## src/rtl/fifo_drain_if.sv

```systemverilog
// FIFO read port and downstream valid/ready channel of the fifo_drain read controller.
// master is the controller side; slave is the FIFO plus consumer side.
interface fifo_drain_if #(
    parameter int DW = 8
);
    logic          fifo_empty;
    logic [DW-1:0] fifo_dout;
    logic          rd_en;
    logic          m_valid;
    logic [DW-1:0] m_data;
    logic          m_ready;

    modport master (
        input  fifo_empty,
        input  fifo_dout,
        input  m_ready,
        output rd_en,
        output m_valid,
        output m_data
    );

    modport slave (
        output fifo_empty,
        output fifo_dout,
        output m_ready,
        input  rd_en,
        input  m_valid,
        input  m_data
    );
endinterface

```

## src/rtl/fifo_drain.sv

```systemverilog
// Read-side controller for a synchronous FIFO with one-cycle read latency. It buffers
// up to two words, presents them over valid/ready and keeps pop/stall statistics.
module fifo_drain #(
    parameter int DW = 8,
    parameter int CW = 16
) (
    input  logic          clk,
    input  logic          rst,
    input  logic          en,
    input  logic          flush,
    fifo_drain_if.master  bus,
    output logic [CW-1:0] pop_cnt,
    output logic [CW-1:0] stall_cnt
);
    logic [1:0]    occ_p0;
    logic          inflight_p0;
    logic [DW-1:0] buf0_p0;
    logic [DW-1:0] buf1_p0;

    logic          m_valid;
    logic          pop;
    logic [2:0]    level;
    logic          wr_hi;

    assign m_valid = (occ_p0 != 2'd0);
    // A flush cycle never counts as an accepted word, even with m_ready high.
    assign pop     = m_valid & bus.m_ready & ~flush;
    assign level   = {1'b0, occ_p0} + {2'b00, inflight_p0} - {2'b00, pop};

    // The returning word lands at slot (occ - pop).
    assign wr_hi   = (occ_p0 == 2'd2) | ((occ_p0 == 2'd1) & ~pop);

    // Combinational path from m_ready keeps a full-rate stream with only two slots.
    assign bus.rd_en   = rst & en & ~flush & ~bus.fifo_empty & (level < 3'd2);
    assign bus.m_valid = m_valid;
    assign bus.m_data  = buf0_p0;

    // Stage p0: capture FIFO read data into the 2-entry buffer.
    always_ff @(posedge clk or negedge rst) begin
        if (!rst) begin
            occ_p0      <= 2'd0;
            inflight_p0 <= 1'b0;
            buf0_p0     <= '0;
            buf1_p0     <= '0;
            pop_cnt     <= '0;
            stall_cnt   <= '0;
        end else begin
            inflight_p0 <= bus.rd_en;
            if (flush) begin
                occ_p0 <= 2'd0;
            end else begin
                occ_p0 <= level[1:0];
                if (pop)
                    buf0_p0 <= buf1_p0;
                if (inflight_p0) begin
                    if (wr_hi)
                        buf1_p0 <= bus.fifo_dout;
                    else
                        buf0_p0 <= bus.fifo_dout;
                end
            end
            if (pop)
                pop_cnt <= pop_cnt + CW'(1'b1);
            if (m_valid & ~bus.m_ready)
                stall_cnt <= stall_cnt + CW'(1'b1);
        end
    end
endmodule

```

## src/flat_wrapper.sv

```systemverilog
// flat-port wrapper written by rule: the top's interface ports become plain ports
module fifo_drain_flat 
#(
    parameter int DW = 8,
    parameter int CW = 16
)
  (clk, rst, en, flush, pop_cnt, stall_cnt, bus_fifo_empty, bus_fifo_dout, bus_m_ready, bus_rd_en, bus_m_valid, bus_m_data);
  fifo_drain_if #(.DW(DW)) bus_i ();
  input  logic clk;
  input  logic rst;
  input  logic en;
  input  logic flush;
  output logic [CW-1:0] pop_cnt;
  output logic [CW-1:0] stall_cnt;
  input wire logic [$bits(bus_i.fifo_empty)-1:0] bus_fifo_empty;
  input wire logic [$bits(bus_i.fifo_dout)-1:0] bus_fifo_dout;
  input wire logic [$bits(bus_i.m_ready)-1:0] bus_m_ready;
  output wire logic [$bits(bus_i.rd_en)-1:0] bus_rd_en;
  output wire logic [$bits(bus_i.m_valid)-1:0] bus_m_valid;
  output wire logic [$bits(bus_i.m_data)-1:0] bus_m_data;
  assign bus_i.fifo_empty = bus_fifo_empty;
  assign bus_i.fifo_dout = bus_fifo_dout;
  assign bus_i.m_ready = bus_m_ready;
  assign bus_rd_en = bus_i.rd_en;
  assign bus_m_valid = bus_i.m_valid;
  assign bus_m_data = bus_i.m_data;
  fifo_drain #(.DW(DW), .CW(CW)) u_core (.clk(clk), .rst(rst), .en(en), .flush(flush), .bus(bus_i), .pop_cnt(pop_cnt), .stall_cnt(stall_cnt));
endmodule
```

## config.mk

```make
export PLATFORM = sky130hd
export DESIGN_NAME = fifo_drain_flat
export DESIGN_NICKNAME = d
export VERILOG_FILES = /design/src/rtl/fifo_drain_if.sv /design/src/rtl/fifo_drain.sv /design/src/flat_wrapper.sv
export SDC_FILE = /design/constraint.sdc
export NUM_CORES = 1
export LEC_CHECK = 0
export CAP_MARGIN = 15
export CORE_ASPECT_RATIO = 0.9
export CORE_MARGIN = 5
export CORE_UTILIZATION = 49
export CTS_CLUSTER_DIAMETER = 150
export DETAILED_ROUTE_END_ITERATION = 10
export PLACE_DENSITY_LB_ADDON = 0.3
export SETUP_SLACK_MARGIN = 0.4
export SLEW_MARGIN = 20
export SYNTH_ARGS = -nofsm -noshare
export SYNTH_HDL_FRONTEND = slang
export SYNTH_SLANG_ARGS = --single-unit
```

## constraint.sdc

```tcl
create_clock -name clk -period 2.42 [get_ports clk]
set_input_delay 0.242 -clock clk [delete_from_list [all_inputs] [get_ports clk]]
set_output_delay 0.242 -clock clk [all_outputs]
set_load 0.02 [all_outputs]
```

==> impl_results.md, run 1 <==
- Width of the die: 82.51 µm
- Clock-pin transition on the worst setup and hold timing paths: 90 ps
- Worst vdd ir: 0.0005653 V
- Global-route wire length before repair: 8148 µm
- Internal power summed over all cells: 0.001596 W
- Count of port buffers added during placement: 55
- Die Span Y: 75.26 µm
- Clock Skew: 4.812 ps
- Global Route Usage Sum: 0.1733
- Power share of the sequential group: 0.470
- Half-perimeter wire length after placement: 3518 µm
- Post-Synthesis Net Count: 215
- RSZ-0062 raised after global routing: yes
- Final hold slack: 74.09 ps
- Number of hold-slack violations in the final timing report: 0
- Worst slack at placement: -617.0 ps
- Placer's final routability congestion estimate: 0.7433
- Clock share of power: 0.314
- Number of warning messages in the yosys log: 0
- CORE AREA: 4518 µm²
- Util after Layout: 0.7020
- Worst-Margin Slew: 614.9 ps
- Total CTS buffers: 5
- First-pass detailed-route iteration total: 5
- Cell type with the highest aggregate area in the netlist: sky130_fd_sc_hd__dfrtp_1
- Final Max Tran Viols: 0
- Number of DRC violations after detailed-routing iteration 0: 56
- Max_slew headroom: 0.5901
- Average vias per placed instance: 5.160
- Fraction of final layout cells sized beyond drive strength 1: 0.1561
- Classification of the worst-slack hold path: primary input to async pin
- Status: finished with violations
- Worst-Skew Late Latency: 300 ps
- Startpoint type of the worst setup path: flop
- Row Count: 23
- Top cell type's share of synthesized area: 0.5505
- CTS tree: yes
- H-tree Lvls: 2
- Crit path launch: u_core.occ_p0[1]$_DFF_PN0_
- Number of global-route vias before repair: 1755
- Total length of routed wires: 4769 µm
- Fmax achieved: 404.0 MHz
- Area added between synthesis and finish: 36.81%
- Share of synthesized area occupied by flip-flops and latches: 0.5505
- CP Class: flop to primary output
- Share of synthesized flip-flops with an asynchronous set or reset: 1.000
- Die footprint: 6209 µm²
- Clock Path Buffers: 2
- Synth Register Bits: 51
- Io pins: 56
- Switching Fraction: 0.2700
- Netlist Area Pre-Place: 2318 µm²
- Vias post-DR: 1708
- Mean cell area of the mapped netlist: 11.77 µm²
- Top cells by area in the synthesized netlist: sky130_fd_sc_hd__dfrtp_1 (55%), sky130_fd_sc_hd__xnor2_1 (7.2%), sky130_fd_sc_hd__mux2_2 (4.9%)
- Number of antenna violations at the first check in global routing: 0
- Global route total overflow: 0
- Final critical-path required period: 2475 ps
- Mean routed wirelength per cell: 14.41 µm
- Reported net switching power: 0.0005902 W
- Residual antenna-violating net count after detailed routing: 0
- PwrDens: 689.1 nW/µm²
- Starting density of the core: 0.5132
- Instance count of the mapped netlist: 197
- Proportion of power drawn by combinational gates: 0.216
- Layout Cells excl Fill: 331
- Failing checks: setup timing
- Maximum fanout encountered on the critical timing path: 2
- Count of different cell masters after synthesis: 30
- Post-route clock period utilization: 1.023
- Endpoint arrival time on the critical path: 2230 ps
- Antenna fix cells: 0
- Critical R2R Launch: u_core.occ_p0[1]$_DFF_PN0_
- Max-cap violations: 0
- Required time at the worst-slack endpoint: 2180 ps
- Clock Root Buffer: sky130_fd_sc_hd__clkbuf_8
- Pwr Total: 0.002186 W
- DRC Markers: 0
- Critical Path Sink Type: primary output
- Total number of nets in the final design: 286
- Total instance count after detailed placement: 321
- Filler cell count: 360
- Main flop type after synthesis: sky130_fd_sc_hd__dfrtp_1
- Clock tree sinks: 51
- Reported leakage power: 1.455 nW
- Maximum number of pins on one net before global-route repair: 52
- Final worst-path setup slack: -55.11 ps
- Count of final setup violators: 1
- EDFF count, synth: 0
-- logic make-up after synthesis --
logic type	Yosys count	share of synthesized area
buffers and inverters	6	0.01079
XOR/XNOR	31	0.1171
AO/OA/AOI/OAI	18	0.05829
AND/OR/NAND/NOR	77	0.1900
multiplexers	10	0.04857
adder cells (fa/ha/maj)	4	0.02483
flip-flops	51	0.5505
-- Yosys cell counts, types with 2 or more instances --
cell / n
sky130_fd_sc_hd__dfrtp_1: 51
sky130_fd_sc_hd__nand2_1: 22
sky130_fd_sc_hd__xnor2_1: 19
sky130_fd_sc_hd__xor2_1: 12
sky130_fd_sc_hd__mux2_2: 10
sky130_fd_sc_hd__nand3_1: 10
sky130_fd_sc_hd__nand4_1: 10
sky130_fd_sc_hd__nor2_1: 9
sky130_fd_sc_hd__a2bb2oi_1: 8
sky130_fd_sc_hd__o21ai_0: 8
sky130_fd_sc_hd__nor3_1: 6
sky130_fd_sc_hd__inv_1: 4
sky130_fd_sc_hd__and3_1: 3
sky130_fd_sc_hd__ha_1: 3
sky130_fd_sc_hd__nor2b_1: 3
sky130_fd_sc_hd__and2_1: 2
sky130_fd_sc_hd__and4_1: 2
sky130_fd_sc_hd__buf_2: 2
sky130_fd_sc_hd__nand2b_1: 2
-- power by group through the flow --
stage	clock network (W)	logic [W]	registers (W)
after global placement	0	0.000470	0.00104
after detailed placement	0	0.000478	0.00104
after floorplan	0	0.000121	0.00114
after CTS	0.000697	0.000480	0.00103
final	0.000686	0.000472	0.00103
after global routing	0.000735	0.000516	0.00105
-- flip-flops by register name, summed over array words and instances, names as in the netlist --
register,cells
u_core.stall_cnt,16
u_core.pop_cnt,16
u_core.occ_p0,2
u_core.inflight_p0,1
u_core.bus.m_data,8
u_core.buf1_p0,8
-- worst max-delay path, stage by stage (launching register included) --
cell                       delay (ps)
sky130_fd_sc_hd__dfrtp_1          410
sky130_fd_sc_hd__and2b_1          190
sky130_fd_sc_hd__nand2b_1         100
sky130_fd_sc_hd__nand2_1           70
sky130_fd_sc_hd__ha_2             180
sky130_fd_sc_hd__fa_1             450
sky130_fd_sc_hd__nor2_1           110
sky130_fd_sc_hd__nand3_1          110
sky130_fd_sc_hd__nor3_4           160
sky130_fd_sc_hd__buf_6            140
-- cells in the final DEF, fill, tap and decap left out, types with 2 or more instances in the layout --
cell type and n:
sky130_fd_sc_hd__ha_1 2, sky130_fd_sc_hd__dlygate4sd2_1 3, sky130_fd_sc_hd__mux2_2 10, sky130_fd_sc_hd__and2_1 2
sky130_fd_sc_hd__bufinv_16 2, sky130_fd_sc_hd__dfrtp_1 51, sky130_fd_sc_hd__and3_1 3, sky130_fd_sc_hd__nor3_1 5
sky130_fd_sc_hd__clkbuf_8 5, sky130_fd_sc_hd__xor2_1 12, sky130_fd_sc_hd__clkdlybuf4s50_1 50, sky130_fd_sc_hd__nor2_1 8
sky130_fd_sc_hd__xnor2_1 19, sky130_fd_sc_hd__inv_1 4, sky130_fd_sc_hd__nand2_1 22, sky130_fd_sc_hd__nand3_1 10
sky130_fd_sc_hd__buf_4 11, sky130_fd_sc_hd__a2bb2oi_1 8, sky130_fd_sc_hd__o21ai_0 8, sky130_fd_sc_hd__and4_1 2
sky130_fd_sc_hd__nand4_1 10, sky130_fd_sc_hd__nor2b_1 3
-- layout make-up --
cell class              instances  area [µm²]  area share
clock buffers                   5       68.82     0.02170
clock inverters                 3       67.56     0.02130
inverters                       4       15.01    0.004734
multi-input cells             140        1041      0.3282
flip-flops and latches         51        1276      0.4024
well taps                      62       77.57     0.02446
repair buffers                 66       625.6      0.1972
-- final timing paths --
kind	to	depth (start not counted)	slack, ps
min reg2reg	u_core.stall_cnt[15]$_DFFE_PN0P_	1	470
max in group asynchronous	u_core.stall_cnt[2]$_DFFE_PN0P_	2	1940
max reg2reg	u_core.inflight_p0$_DFF_PN0_	8	550
min in group clk	u_core.inflight_p0$_DFF_PN0_	3	270
max	bus_rd_en	9	-60
min	u_core.pop_cnt[8]$_DFFE_PN0P_	2	70
-- routing by layer --
metal / global-route usage / up-vias / part of all wire
met5: 0 / - / 0
met1: 0.2345 / 825 / 0.45
li1: - / 832 / -
met3: 0.04187 / 6 / 0.053
met2: 0.2829 / 45 / 0.48
met4: 0.04356 / 0 / 0.011
-- through the flow --
stage / setup TNS [ps] / instance area [µm²]
2_1_floorplan: 0 / 2330
3_3_place_gp: -492.9 / 3010
3_5_place_dp: -617.0 / 3010
4_1_cts: -118.6 / 3172
5_1_grt: -186.1 / 3172
6_report: -55.11 / 3172
-- timing repair --
action | CTS | global route
hold buffers | 0 | 0
pin swaps | 3 | 2
endpoints found under the setup margin | 1 | 2
resized for setup | 12 | 0
buffers inserted | 2 | 0
endpoints found under the hold margin | 0 | 0
No activity file was read; power rests on OpenSTA's default activity.
==> run 2: changes to the inputs <==
- CORE_MARGIN: 5 -> 2
- clock period: 2.42 -> 2.45 ns (I/O delays scaled with it)
==> impl_results.md, run 2 (same netlist as run 1, synthesis figures left out) <==
- Worst-Skew Late Latency: 300 ps
- Most frequent cells in the layout: sky130_fd_sc_hd__clkdlybuf4s50_1 (52), sky130_fd_sc_hd__dfrtp_1 (51), sky130_fd_sc_hd__nand2_1 (22)
- Worst slack at placement: -527.2 ps
- Endpoint arrival time on the critical path: 2200 ps
- Storage cell area: 1276 µm²
- Max_slew headroom: 0.5849
- Final critical-path required period: 2444 ps
- Placer's final routability congestion estimate: 0.7737
- Total negative slack for setup checks: 0 ps
- Reg-to-reg slack, setup: 610 ps
- Crit-path max cell delay: 530 ps
- DRC Markers: 0
- Die Span Y: 69.26 µm
- Residual antenna-violating net count after detailed routing: 0
- Global route total overflow: 0
- RSZ-0062 raised after global routing: yes
- Depth of the worst register-to-register path: 8
- Fraction of final layout cells sized beyond drive strength 1: 0.1498
- Max-cap violations: 0
- CORE AREA: 4489 µm²
- H-tree Lvls: 2
- Critical Path Sink Type: primary output
- Post-route clock period utilization: 0.9977
- Width of the die: 76.51 µm
- Ordered cell list for the critical path: clkdlybuf4s50_1 -> nand2b_4 -> nand2b_1 -> nand2_1 -> ha_2 -> fa_1 -> nor2_1 -> nand3_1 -> nor3_4 -> buf_6
- Status: complete, no violations
- Worst reg2reg path endpoint: u_core.inflight_p0$_DFF_PN0_
- Filler cell count: 367
- Clock Path Buffers: 2
- Most common cell after layout, fill and taps aside: sky130_fd_sc_hd__clkdlybuf4s50_1
- Reported leakage power: 1.435 nW
- PwrDens: 661.5 nW/µm²
- First-pass detailed-route iteration total: 4
- Final hold slack: 77.71 ps
- Hold-fix buffers, CTS: 0
- Clock Root Buffer: sky130_fd_sc_hd__clkbuf_8
- Antenna fix cells: 0
- Global Route Usage Sum: 0.1970
- Clock tree sinks: 51
- Worst vdd ir: 0.0006103 V
- Fmax achieved: 409.1 MHz
- Global-route wire length before repair: 8404 µm
- Half-perimeter wire length after placement: 3535 µm
- Io pins: 56
- Required time at the worst-slack endpoint: 2200 ps
- Final worst-path setup slack: 5.598 ps
- Startpoint type of the worst setup path: primary input
- Count of final setup violators: 0
- Number of global-route vias before repair: 1737
- Worst Path Buf+Inv: 2
- Final Max Tran Viols: 0
- Starting density of the core: 0.5164
- Classification of the worst-slack hold path: primary input to async pin
- Total number of nets in the final design: 284
- Clock-pin transition on the worst setup and hold timing paths: 90 ps
- Pwr Total: 0.002078 W
- Total length of routed wires: 4817 µm
- Worst-Margin Slew: 622.7 ps
- Critical R2R Launch: u_core.occ_p0[1]$_DFF_PN0_
- Area added between synthesis and finish: 35.46%
- CP Class: primary input to primary output
- Row Count: 23
- Die footprint: 5298 µm²
- Total CTS buffers: 5
- Average vias per placed instance: 5.255
- Mean routed wirelength per cell: 14.64 µm
- Regs by FF count: u_core.pop_cnt (16), u_core.stall_cnt (16)
- Vias post-DR: 1729
- Crit path max-delay cell type: sky130_fd_sc_hd__clkdlybuf4s50_1
- Maximum number of pins on one net before global-route repair: 52
- Number of DRC violations after detailed-routing iteration 0: 109
- CTS tree: yes
- Largest delay share family, worst path: simple AND/OR/NAND/NOR gates
- Number of antenna violations at the first check in global routing: 0
- Maximum fanout encountered on the critical timing path: 3
- Clock Skew: 13.08 ps
- Count of port buffers added during placement: 55
- Number of hold-slack violations in the final timing report: 0
- Area taken by multi-input logic gates: 1041 µm²
-- run 2: what timing repair did --
action	CTS	global route
gates cloned	0	0
setup buffers	0	0
setup endpoints to repair	1	2
gates resized for setup	8	2
-- run 2: worst max-delay path by stage --
stage                                     startpoint  slack [ps]   endpoint  cells past startpoint
after floorplan           u_core.occ_p0[1]$_DFF_PN0_         340  bus_rd_en                      8
after global placement                         flush        -470  bus_rd_en                     10
after detailed placement                       flush        -530  bus_rd_en                     10
after CTS                 u_core.occ_p0[1]$_DFF_PN0_           7  bus_rd_en                      9
after global routing      u_core.occ_p0[0]$_DFF_PN0_        -140  bus_rd_en                      9
final                                    bus_m_ready           6  bus_rd_en                     10
-- run 2: metal layers --
metal  share of wire  GRT usage  vias up  wire, µm
li1                -          -      829         -
met1            0.45     0.2782      853      2182
met2            0.49     0.3117       41      2373
met3           0.045    0.04557        6       215
met4          0.0095    0.04848        0        46
met5               0          0        -         0
-- run 2: worst reg2reg max path: stages (launching register included) --
cell and delay, ps:
sky130_fd_sc_hd__dfrtp_1 390, sky130_fd_sc_hd__and2b_1 180, sky130_fd_sc_hd__nand2b_1 100, sky130_fd_sc_hd__nand2_1 60, sky130_fd_sc_hd__ha_2 170, sky130_fd_sc_hd__fa_1 460, sky130_fd_sc_hd__nor2_1 100, sky130_fd_sc_hd__nand3_1 130
sky130_fd_sc_hd__nor3_4 170
-- run 2: area by class of cell --
cell class                 instances  share of cell area
inverter                           4            0.004781
clock buffer                       6             0.02629
clock inverter                     2             0.01116
multi-input combinational        140              0.3315
sequential                        51              0.4064
timing repair buffer              64              0.1952
tap                               62             0.02470
-- run 2: stage by stage --
stage / utilization / area (µm²) / instances
6_report: 0.6996 / 3141 / 329
5_1_grt: 0.6996 / 3141 / 329
4_1_cts: 0.6984 / 3136 / 329
3_5_place_dp: 0.6706 / 3010 / 321
3_3_place_gp: 0.6706 / 3010 / 321
2_1_floorplan: - / 2330 / 197
-- run 2: power breakdown --
group,switching (W),total (W),internal (W)
registers,0.0000851,0.00102,0.000931
logic,0.000227,0.000465,0.000239
clock network,0.000266,0.000597,0.000331
total,0.000577,0.00208,0.00150
==> run 3: changes to the inputs <==
- SLEW_MARGIN: 20 -> 0
==> results of run 3 <==
The final DEF is identical to that of run 2; final timing and power are the same.
